File: src/rtl/data_mem_pkg.sv
// Shared types and default sizes for the data memory arbiter.
package data_mem_pkg;

    typedef enum logic [1:0] {
        OWN_NONE = 2'd0,
        OWN_A    = 2'd1,
        OWN_B    = 2'd2
    } owner_t;

    localparam int unsigned BURST_MAX_DEF = 4;
    localparam int unsigned ADDR_W_DEF    = 32;
    localparam int unsigned DATA_W_DEF    = 32;

    // Burst counter wide enough for BURST_MAX up to 16
    localparam int unsigned CNT_W = 4;

    // Port opposite to p; anything other than A maps to A so A wins ties
    function automatic owner_t other_port(input owner_t p);
        return (p == OWN_A) ? OWN_B : OWN_A;
    endfunction

endpackage

File: src/rtl/arb_pick.sv
// Combinational winner select: bounded-burst round robin between ports A and B.
module arb_pick
    import data_mem_pkg::*;
#(
    parameter int unsigned BURST_MAX = BURST_MAX_DEF
) (
    input  owner_t             owner,
    input  logic [CNT_W-1:0]   burst_cnt,
    input  owner_t             last_winner,
    input  logic               req_a,
    input  logic               req_b,
    output owner_t             win
);

    logic req_own;
    logic req_oth;
    logic expired;

    // Keep the owner while its burst lasts, otherwise hand over to a requesting peer
    always_comb begin
        win     = OWN_NONE;
        req_own = (owner == OWN_A) ? req_a : req_b;
        req_oth = (owner == OWN_A) ? req_b : req_a;
        expired = (burst_cnt >= CNT_W'(BURST_MAX - 1));

        if (owner == OWN_NONE) begin
            if (req_a && req_b) begin
                win = other_port(last_winner);
            end else if (req_a) begin
                win = OWN_A;
            end else if (req_b) begin
                win = OWN_B;
            end
        end else if (req_own && !expired) begin
            win = owner;
        end else if (req_oth) begin
            win = other_port(owner);
        end else if (req_own) begin
            win = owner;
        end
    end

endmodule

File: src/rtl/data_mem_arbiter.sv
// Shares the single-ported data memory between port A (load/store) and port B (loader/debug).
module data_mem_arbiter
    import data_mem_pkg::*;
#(
    parameter int unsigned BURST_MAX = BURST_MAX_DEF,
    parameter int unsigned ADDR_W    = ADDR_W_DEF,
    parameter int unsigned DATA_W    = DATA_W_DEF
) (
    input  logic              clk,
    input  logic              reset,
    input  logic              ReqA,
    input  logic              WeA,
    input  logic [ADDR_W-1:0] AddrA,
    input  logic [DATA_W-1:0] WdataA,
    input  logic              ReqB,
    input  logic              WeB,
    input  logic [ADDR_W-1:0] AddrB,
    input  logic [DATA_W-1:0] WdataB,
    output logic              GntA,
    output logic              GntB,
    output logic              RvalidA,
    output logic              RvalidB,
    output logic [DATA_W-1:0] RdataA,
    output logic [DATA_W-1:0] RdataB,
    output logic              MemRead,
    output logic              MemWrite,
    output logic [ADDR_W-1:0] Address,
    output logic [DATA_W-1:0] WriteData,
    input  logic [DATA_W-1:0] ReadData
);

    owner_t           owner;
    owner_t           last_winner;
    owner_t           win;
    logic [CNT_W-1:0] burst_cnt;

    arb_pick #(
        .BURST_MAX (BURST_MAX)
    ) u_pick (
        .owner       (owner),
        .burst_cnt   (burst_cnt),
        .last_winner (last_winner),
        .req_a       (ReqA),
        .req_b       (ReqB),
        .win         (win)
    );

    // Grants and memory mux from the winner; everything is held low during reset
    always_comb begin
        GntA      = 1'b0;
        GntB      = 1'b0;
        MemRead   = 1'b0;
        MemWrite  = 1'b0;
        Address   = '0;
        WriteData = '0;
        if (!reset) begin
            case (win)
                OWN_A: begin
                    GntA      = 1'b1;
                    MemRead   = ~WeA;
                    MemWrite  = WeA;
                    Address   = AddrA;
                    WriteData = WdataA;
                end
                OWN_B: begin
                    GntB      = 1'b1;
                    MemRead   = ~WeB;
                    MemWrite  = WeB;
                    Address   = AddrB;
                    WriteData = WdataB;
                end
                default: ;
            endcase
        end
    end

    // Ownership, burst length and tie-break history
    always_ff @(posedge clk or posedge reset) begin
        if (reset) begin
            owner       <= OWN_NONE;
            burst_cnt   <= '0;
            last_winner <= OWN_B;
        end else begin
            owner <= win;
            if ((win == owner) && (burst_cnt < CNT_W'(BURST_MAX - 1))) begin
                burst_cnt <= burst_cnt + CNT_W'(1);
            end else begin
                burst_cnt <= '0;
            end
            if (win != OWN_NONE) begin
                last_winner <= win;
            end
        end
    end

    // Read responses one cycle after the grant; data holds between reads
    always_ff @(posedge clk or posedge reset) begin
        if (reset) begin
            RvalidA <= 1'b0;
            RvalidB <= 1'b0;
            RdataA  <= '0;
            RdataB  <= '0;
        end else begin
            RvalidA <= GntA & ~WeA;
            RvalidB <= GntB & ~WeB;
            if (GntA && !WeA) begin
                RdataA <= ReadData;
            end
            if (GntB && !WeB) begin
                RdataB <= ReadData;
            end
        end
    end

endmodule

File: config.mk
export PLATFORM = sky130hd
export DESIGN_NAME = data_mem_arbiter
export DESIGN_NICKNAME = d
export VERILOG_FILES = /design/src/rtl/data_mem_pkg.sv /design/src/rtl/arb_pick.sv /design/src/rtl/data_mem_arbiter.sv
export SDC_FILE = /design/constraint.sdc
export NUM_CORES = 1
export LEC_CHECK = 0
export BUFFER_PORTS_ARGS = -buffer_cell sky130_fd_sc_hd__buf_2
export CORE_AREA = 2 2 117 119
export DETAILED_ROUTE_END_ITERATION = 8
export DIE_AREA = 0 0 119 121
export GPL_TIMING_DRIVEN = 1
export PLACE_DENSITY = 0.68
export SLEW_MARGIN = 40
export SYNTH_ARGS = -nofsm -noshare
export SYNTH_HDL_FRONTEND = slang
export SYNTH_SLANG_ARGS = --single-unit
File: constraint.sdc
create_clock -name clk -period 2.6 [get_ports clk]
set_input_delay 0.39 -clock clk [delete_from_list [all_inputs] [get_ports clk]]
set_output_delay 0.39 -clock clk [all_outputs]
set_load 0.05 [all_outputs]
==> out/metrics.yaml, run 1 <==
clk_path_buf_depth: 2
ir_drop_mv: 0.745
synthArstFlopShare: 1.00
post_synth_inst_count: 270
first_global_vias: 3852
crit_type: "flop to primary output"
reg2reg_slack_ps: 240
syn_area_mm2: 0.00355
finalMaxSlewViolations: 0
drt_pass1_iterations: 4
die_w_um: 119
layoutNonFillerInstCount: 770
dieArea_mm2: 0.0144
numCtsBuffers: 9
drive_gt1_frac: 0.713
setup.worst_path.end_class: "primary output"
clk_pin_slew_worst_paths_ps: 60
drc: 0
synth_flop_cell: "dfrtp_1"
nNetsFinal: 755
syn_area_per_cell_um2: 13.1
die_h_um: 121
cts-root-buf: "clkbuf_16"
drtAntennaViolNets: 0
io_pins: 300
cp.required_ps: 2210
worstReg2RegEnd: "RdataA[17]"
dpl.hpwl_um: 9420
worstSkewPairLatency_ps: 330
synth-seq-area-share: 0.522
cts.sinks: 74
dp_cells: 731
rsz0062_at_grt: "true"
min_period_over_period: 1.05
synth.ff_latch_count: 74
finalCriticalPeriod_ps: 2740
gp_congestion: 0.827
grt_usage: 0.180
synthToLayoutAreaGrowth_pct: 82.8
setup_viol: 68
htree_levels: 3
critPathLaunchType: "flop"
rows: 42
timing.fmax_mhz: 365
dp_slack_ps: 29.0
grt-ovfl-total: 0
grt_pass1_wl_um: 20400
reg2reg_depth: 9
p_leak_nw: 3.26
netlist_top_cells_count: "73 x dfrtp_1, 65 x a22o_1, 64 x mux2_2, 13 x buf_2, 6 x inv_1"
synth_edf_count: 0
ys_types: 32
wl_per_cell_um: 19.4
yosys_warnings: 0
hold_path.class: "input port to asynchronous set/reset pin"
relSlewSlack: 0.640
cp.arrival_ps: 2350
tritoncts: "built"
vias: 3841
drt-total-wl_um: 14900
start_util: 0.271
skew_ps: 10.9
fin_setup_tns_ps: -7500
status: "finished, violations left"
worst_pin_slew_ps: 540
synth.most_common_cell: "dfrtp_1"
antenna_found_initial: 1
r2r_start: "burst_cnt[0]"
grt_max_degree: 35
synth_top_cell_area_share: 0.515
fill_cells: 1114
port-buffer-count: 299
hold_violations: 0
via_per_inst: 4.99
critPathMaxFanout: 16
setup_slack_ps: -142
drtIter0Drc: 205
core-area_mm2: 0.0131
failed_checks: "setup timing"
maxCapViolations: 0
synth.area.top_cells: "dfrtp_1 51%, mux2_2 20%, a22o_1 16%"
p_per_area_mw_per_mm2: 914
synth_area_leader_cell: "dfrtp_1"
-- routing by layer --
layer  track usage  wire, um  part of all wire  vias up
li1              -         -                 -     1673
met1         0.192      5210              0.35     1862
met2         0.321      7780              0.52      253
met3        0.0555      1320             0.089       53
met4        0.0938       627             0.042        0
met5             0         0                 0        -
-- cells by family (layout without fill, tap and decap cells) --
logic type                 count (synthesis)  count (layout)  share of synthesized area
AOI/OAI and AO/OA                         78              78                      0.190
adders and majority gates                  1               1                    0.00352
buffers and inverters                     30             352                     0.0465
DFF                                       74              74                      0.522
muxes                                     64              64                      0.203
other                                      1               3                    0.00106
and+or+nand+nor                           22              22                     0.0342
-- repair_timing --
action                     in CTS  in global routing
setup buffers                   4                  5
pin swaps                      18                 19
hold buffers                    0                  0
setup endpoints to repair      68                 68
gates resized for setup       144                  2
gates cloned                    5                  8
-- where the power goes --
| part | internal [W] | leakage, nW | switching [W] |
|---|---|---|---|
| Clock | 0.000789 | 0.151 | 0.000445 |
| Sequential | 0.00149 | 0.884 | 0.000174 |
| Combinational | 0.000963 | 2.23 | 0.00207 |
-- through the flow --
stage          area, um^2  total power (W)   util  hold WS, ps
5_1_grt              6490          0.00616  0.496          188
2_1_floorplan        3550          0.00369      -          409
3_3_place_gp         5290          0.00436  0.404          419
6_report             6490          0.00593  0.496          139
4_1_cts              6240          0.00588  0.477          149
3_5_place_dp         5290          0.00441  0.404          433
-- critical path: stages (launching register included) --
cell	delay, ps
dfrtp_1	400
ha_4	180
o311a_1	330
a31oi_2	190
and4_4	370
clkbuf_16	220
a22o_1	170
buf_6	170
-- area by class of cell --
cell class / instances / area (um^2) / share of cell area
timing repair buffer: 329 / 2480 / 0.383
sequential: 74 / 1850 / 0.286
multi-input combinational: 167 / 1590 / 0.245
clock buffer: 11 / 253 / 0.0390
tap: 176 / 220 / 0.0339
clock inverter: 5 / 52.6 / 0.00810
inverter: 7 / 31.3 / 0.00482
antenna: 1 / 2.50 / 0.000386
-- sequential cells by signal (all words and copies together) (netlist names) --
name and cells:
RdataA 32, RvalidA 1, burst_cnt 4, owner 2, last_winner 2, RvalidB 1, RdataB 32
-- cell usage in the layout (no fill, tap or decap), types with 2 or more instances in the layout --
master       n
buf_8        2
nor3_1       2
nand3_1      3
buf_2      231
buf_16       5
clkbuf_16   17
buf_12       8
a22o_1      61
a22o_4       4
nor2_1       5
mux2_2      64
conb_1       2
a21oi_1      2
clkinv_2     3
inv_1        5
nand2b_1     2
o31ai_1      2
clkbuf_8     2
buf_4       12
buf_6       63
dfrtp_1     73
o21bai_1     3
nand2_1      2
-- worst max-delay path by stage --
stage	startpoint	to	slack (ps)
after floorplan	burst_cnt[0]	Address[22]	30
after global placement	burst_cnt[0]	Address[30]	60
after detailed placement	burst_cnt[0]	Address[30]	30
after CTS	burst_cnt[0]	Address[3]	-140
after global routing	burst_cnt[0]	Address[24]	-240
final	burst_cnt[0]	WriteData[15]	-140
Note: power is estimated with default switching activity, not from simulation.
==> run 2: changes to the inputs <==
--- a/config.mk
+++ b/config.mk
@@ -9,8 +9,9 @@
 export CORE_AREA = 2 2 117 119
 export DETAILED_ROUTE_END_ITERATION = 8
 export DIE_AREA = 0 0 119 121
+export GPL_ROUTABILITY_DRIVEN = 0
 export GPL_TIMING_DRIVEN = 1
-export PLACE_DENSITY = 0.68
+export RECOVER_POWER = 25
 export SLEW_MARGIN = 40
 export SYNTH_ARGS = -nofsm -noshare
 export SYNTH_HDL_FRONTEND = slang
==> run 2 against run 1 <==
  * The run still ends with setup timing left
  * Die area is the same
  * Maximum frequency shrank 0.27%
  * Non-clock buffer count shrank 7
  * Highest routed layer unchanged
==> out/metrics.yaml, run 2 (synthesis gave the netlist of run 1 again) <==
setup_slack_ps: -150  # -7.43 ps
htree_levels: 3  # unchanged
cp.arrival_ps: 2360  # about the same
final_util: 0.481  # -0.0152
die_h_um: 121  # unchanged
worst_path_max_delay_cell: "dfrtp_1"
worst_pin_slew_ps: 922  # +382 ps
hold_path.class: "input port to asynchronous set/reset pin"
grt_pass1_wl_um: 19700  # -3.2%
cp_slowest_stage_delay_ps: 400  # about the same
antenna_found_initial: 2  # +1
cts.sinks: 74  # unchanged
core-area_mm2: 0.0131  # unchanged
critPathMaxFanout: 8  # -8
dpl.hpwl_um: 9380  # -0.46%
rows: 42  # unchanged
crit_type: "flop to primary output"
status: "finished, violations left"
grt-ovfl-total: 0  # unchanged
numCtsBuffers: 9  # unchanged
final_common_cell: "buf_2"
die_w_um: 119  # unchanged
skew_ps: 4.48  # -6.38 ps
relSlewSlack: 0.385  # -0.255
largestRegisters: "RdataA: 32 flops, RdataB: 32 flops, burst_cnt: 4 flops"
crit_family: "compound AO/OA/AOI/OAI gates"
setup_viol: 66  # -2.9%
grt_usage: 0.176  # -0.00424
maxCapViolations: 0  # unchanged
wl_per_cell_um: 17.8  # -8.4%
m1WireLength_um: 4890  # -6.1%
finalMaxSlewViolations: 0  # unchanged
failed_checks: "setup timing"
worst-path-buf-inv: 3  # +1
drtIter0Drc: 156  # -24%
tritoncts: "built"
min_period_over_period: 1.06  # +0.00286
start_util: 0.271  # unchanged
p_per_area_mw_per_mm2: 932  # +2.0%
reg2reg_slack_ps: 380  # +140 ps
timing.fmax_mhz: 364  # -0.27%
drt-total-wl_um: 13600  # -9.1%
crit_chain: "ha_4, o31a_1, o311ai_2, and2b_2, buf_8, buf_16, a22o_1, buf_6"
vias: 3642  # -5.2%
via_per_inst: 4.77  # -4.4%
ir_drop_mv: 0.767  # +3.0%
port-buffer-count: 299  # unchanged
finalCriticalPeriod_ps: 2750  # +7.43 ps
cts-root-buf: "clkbuf_16"
wl_met3_um: 1320  # -0.45%
drtAntennaViolNets: 0  # unchanged
grt_max_degree: 37  # +5.7%
drt_pass1_iterations: 4  # unchanged
synthToLayoutAreaGrowth_pct: 77.2
rsz0062_at_grt: "true"
worstSkewPairLatency_ps: 330  # about the same
clk_path_buf_depth: 2  # unchanged
hold_violations: 0  # unchanged
top_layer: "met4"
cp.required_ps: 2210  # about the same
setup.worst_path.end_class: "primary output"
dp_slack_ps: 9.74  # -19.3 ps
mostFrequentLayoutCells: "230 x buf_2, 73 x dfrtp_1, 64 x mux2_2, 62 x buf_6, 60 x a22o_1"
route.met2.wl_um: 6960  # -10%
drive_gt1_frac: 0.710  # -0.00342
clk_pin_slew_worst_paths_ps: 60  # about the same
dieArea_mm2: 0.0144  # unchanged
p_leak_nw: 3.17  # -2.8%
nNetsFinal: 748  # -0.93%
first_global_vias: 3671  # -4.7%
io_pins: 300  # unchanged
drc: 0  # unchanged
critPathLaunchType: "flop"
## run 2: timing repair
| item | 4_1_cts | 5_1_grt |
|---|---|---|
| pin swaps | 4 | 27 |
| buffers inserted | 5 | 3 |
| resized for setup | 151 | 5 |
| cloned | 4 | 2 |
| hold buffers | 0 | 0 |
| endpoints found under the setup margin | 68 | 68 |
## run 2: final timing paths
path / start / to / cells past startpoint
worst min register to register: last_winner[1] / last_winner[1] / 2
worst max-delay path: burst_cnt[0] / Address[13] / 8
worst max register to register: burst_cnt[0] / RdataB[14] / 6
min in group clk: ReadData[15] / RdataB[15] / 2
max in group asynchronous: reset / RvalidB / 3
worst min-delay path: reset / owner[0] / 2
## run 2: power by group
group	switching, W	total (W)	leakage, nW	internal (W)
clock	0.000472	0.00124	0.141	0.000768
sequential	0.000184	0.00167	0.884	0.00149
combinational	0.00203	0.00295	2.14	0.000916
## run 2: area by class of cell
type	instances	area, um^2
Tap cell	176	220
Fill cell	1151	6800
Clock inverter	6	66.3
Antenna cell	2	5.00
Multi-Input combinational cell	167	1610
Sequential cell	74	1850
Inverter	7	28.8
Clock buffer	10	239
Timing Repair Buffer	322	2270
## run 2: stage by stage
step / power, W / hold slack (ps) / cell area [um^2] / cells / setup TNS (ps)
2_1_floorplan: 0.00369 / 409 / 3550 / 271 / 0
3_3_place_gp: 0.00436 / 420 / 5260 / 733 / 0
3_5_place_dp: 0.00440 / 433 / 5260 / 733 / 0
4_1_cts: 0.00589 / 133 / 6220 / 758 / -10740
5_1_grt: 0.00611 / 296 / 6290 / 764 / -11130
6_report: 0.00586 / 270 / 6290 / 764 / -6690
## run 2: worst register-to-register path: stages (launching register included)
cell and delay [ps]:
dfrtp_1 400, ha_4 180, o311a_1 320, a31oi_2 190
and4_1 340, buf_4 300, mux2_2 380
## run 2: layer usage
metal	vias to the layer above	global-route usage
met2	203	0.318
li1	1658	-
met5	-	0
met1	1752	0.184
met3	29	0.0672
met4	0	0.0722
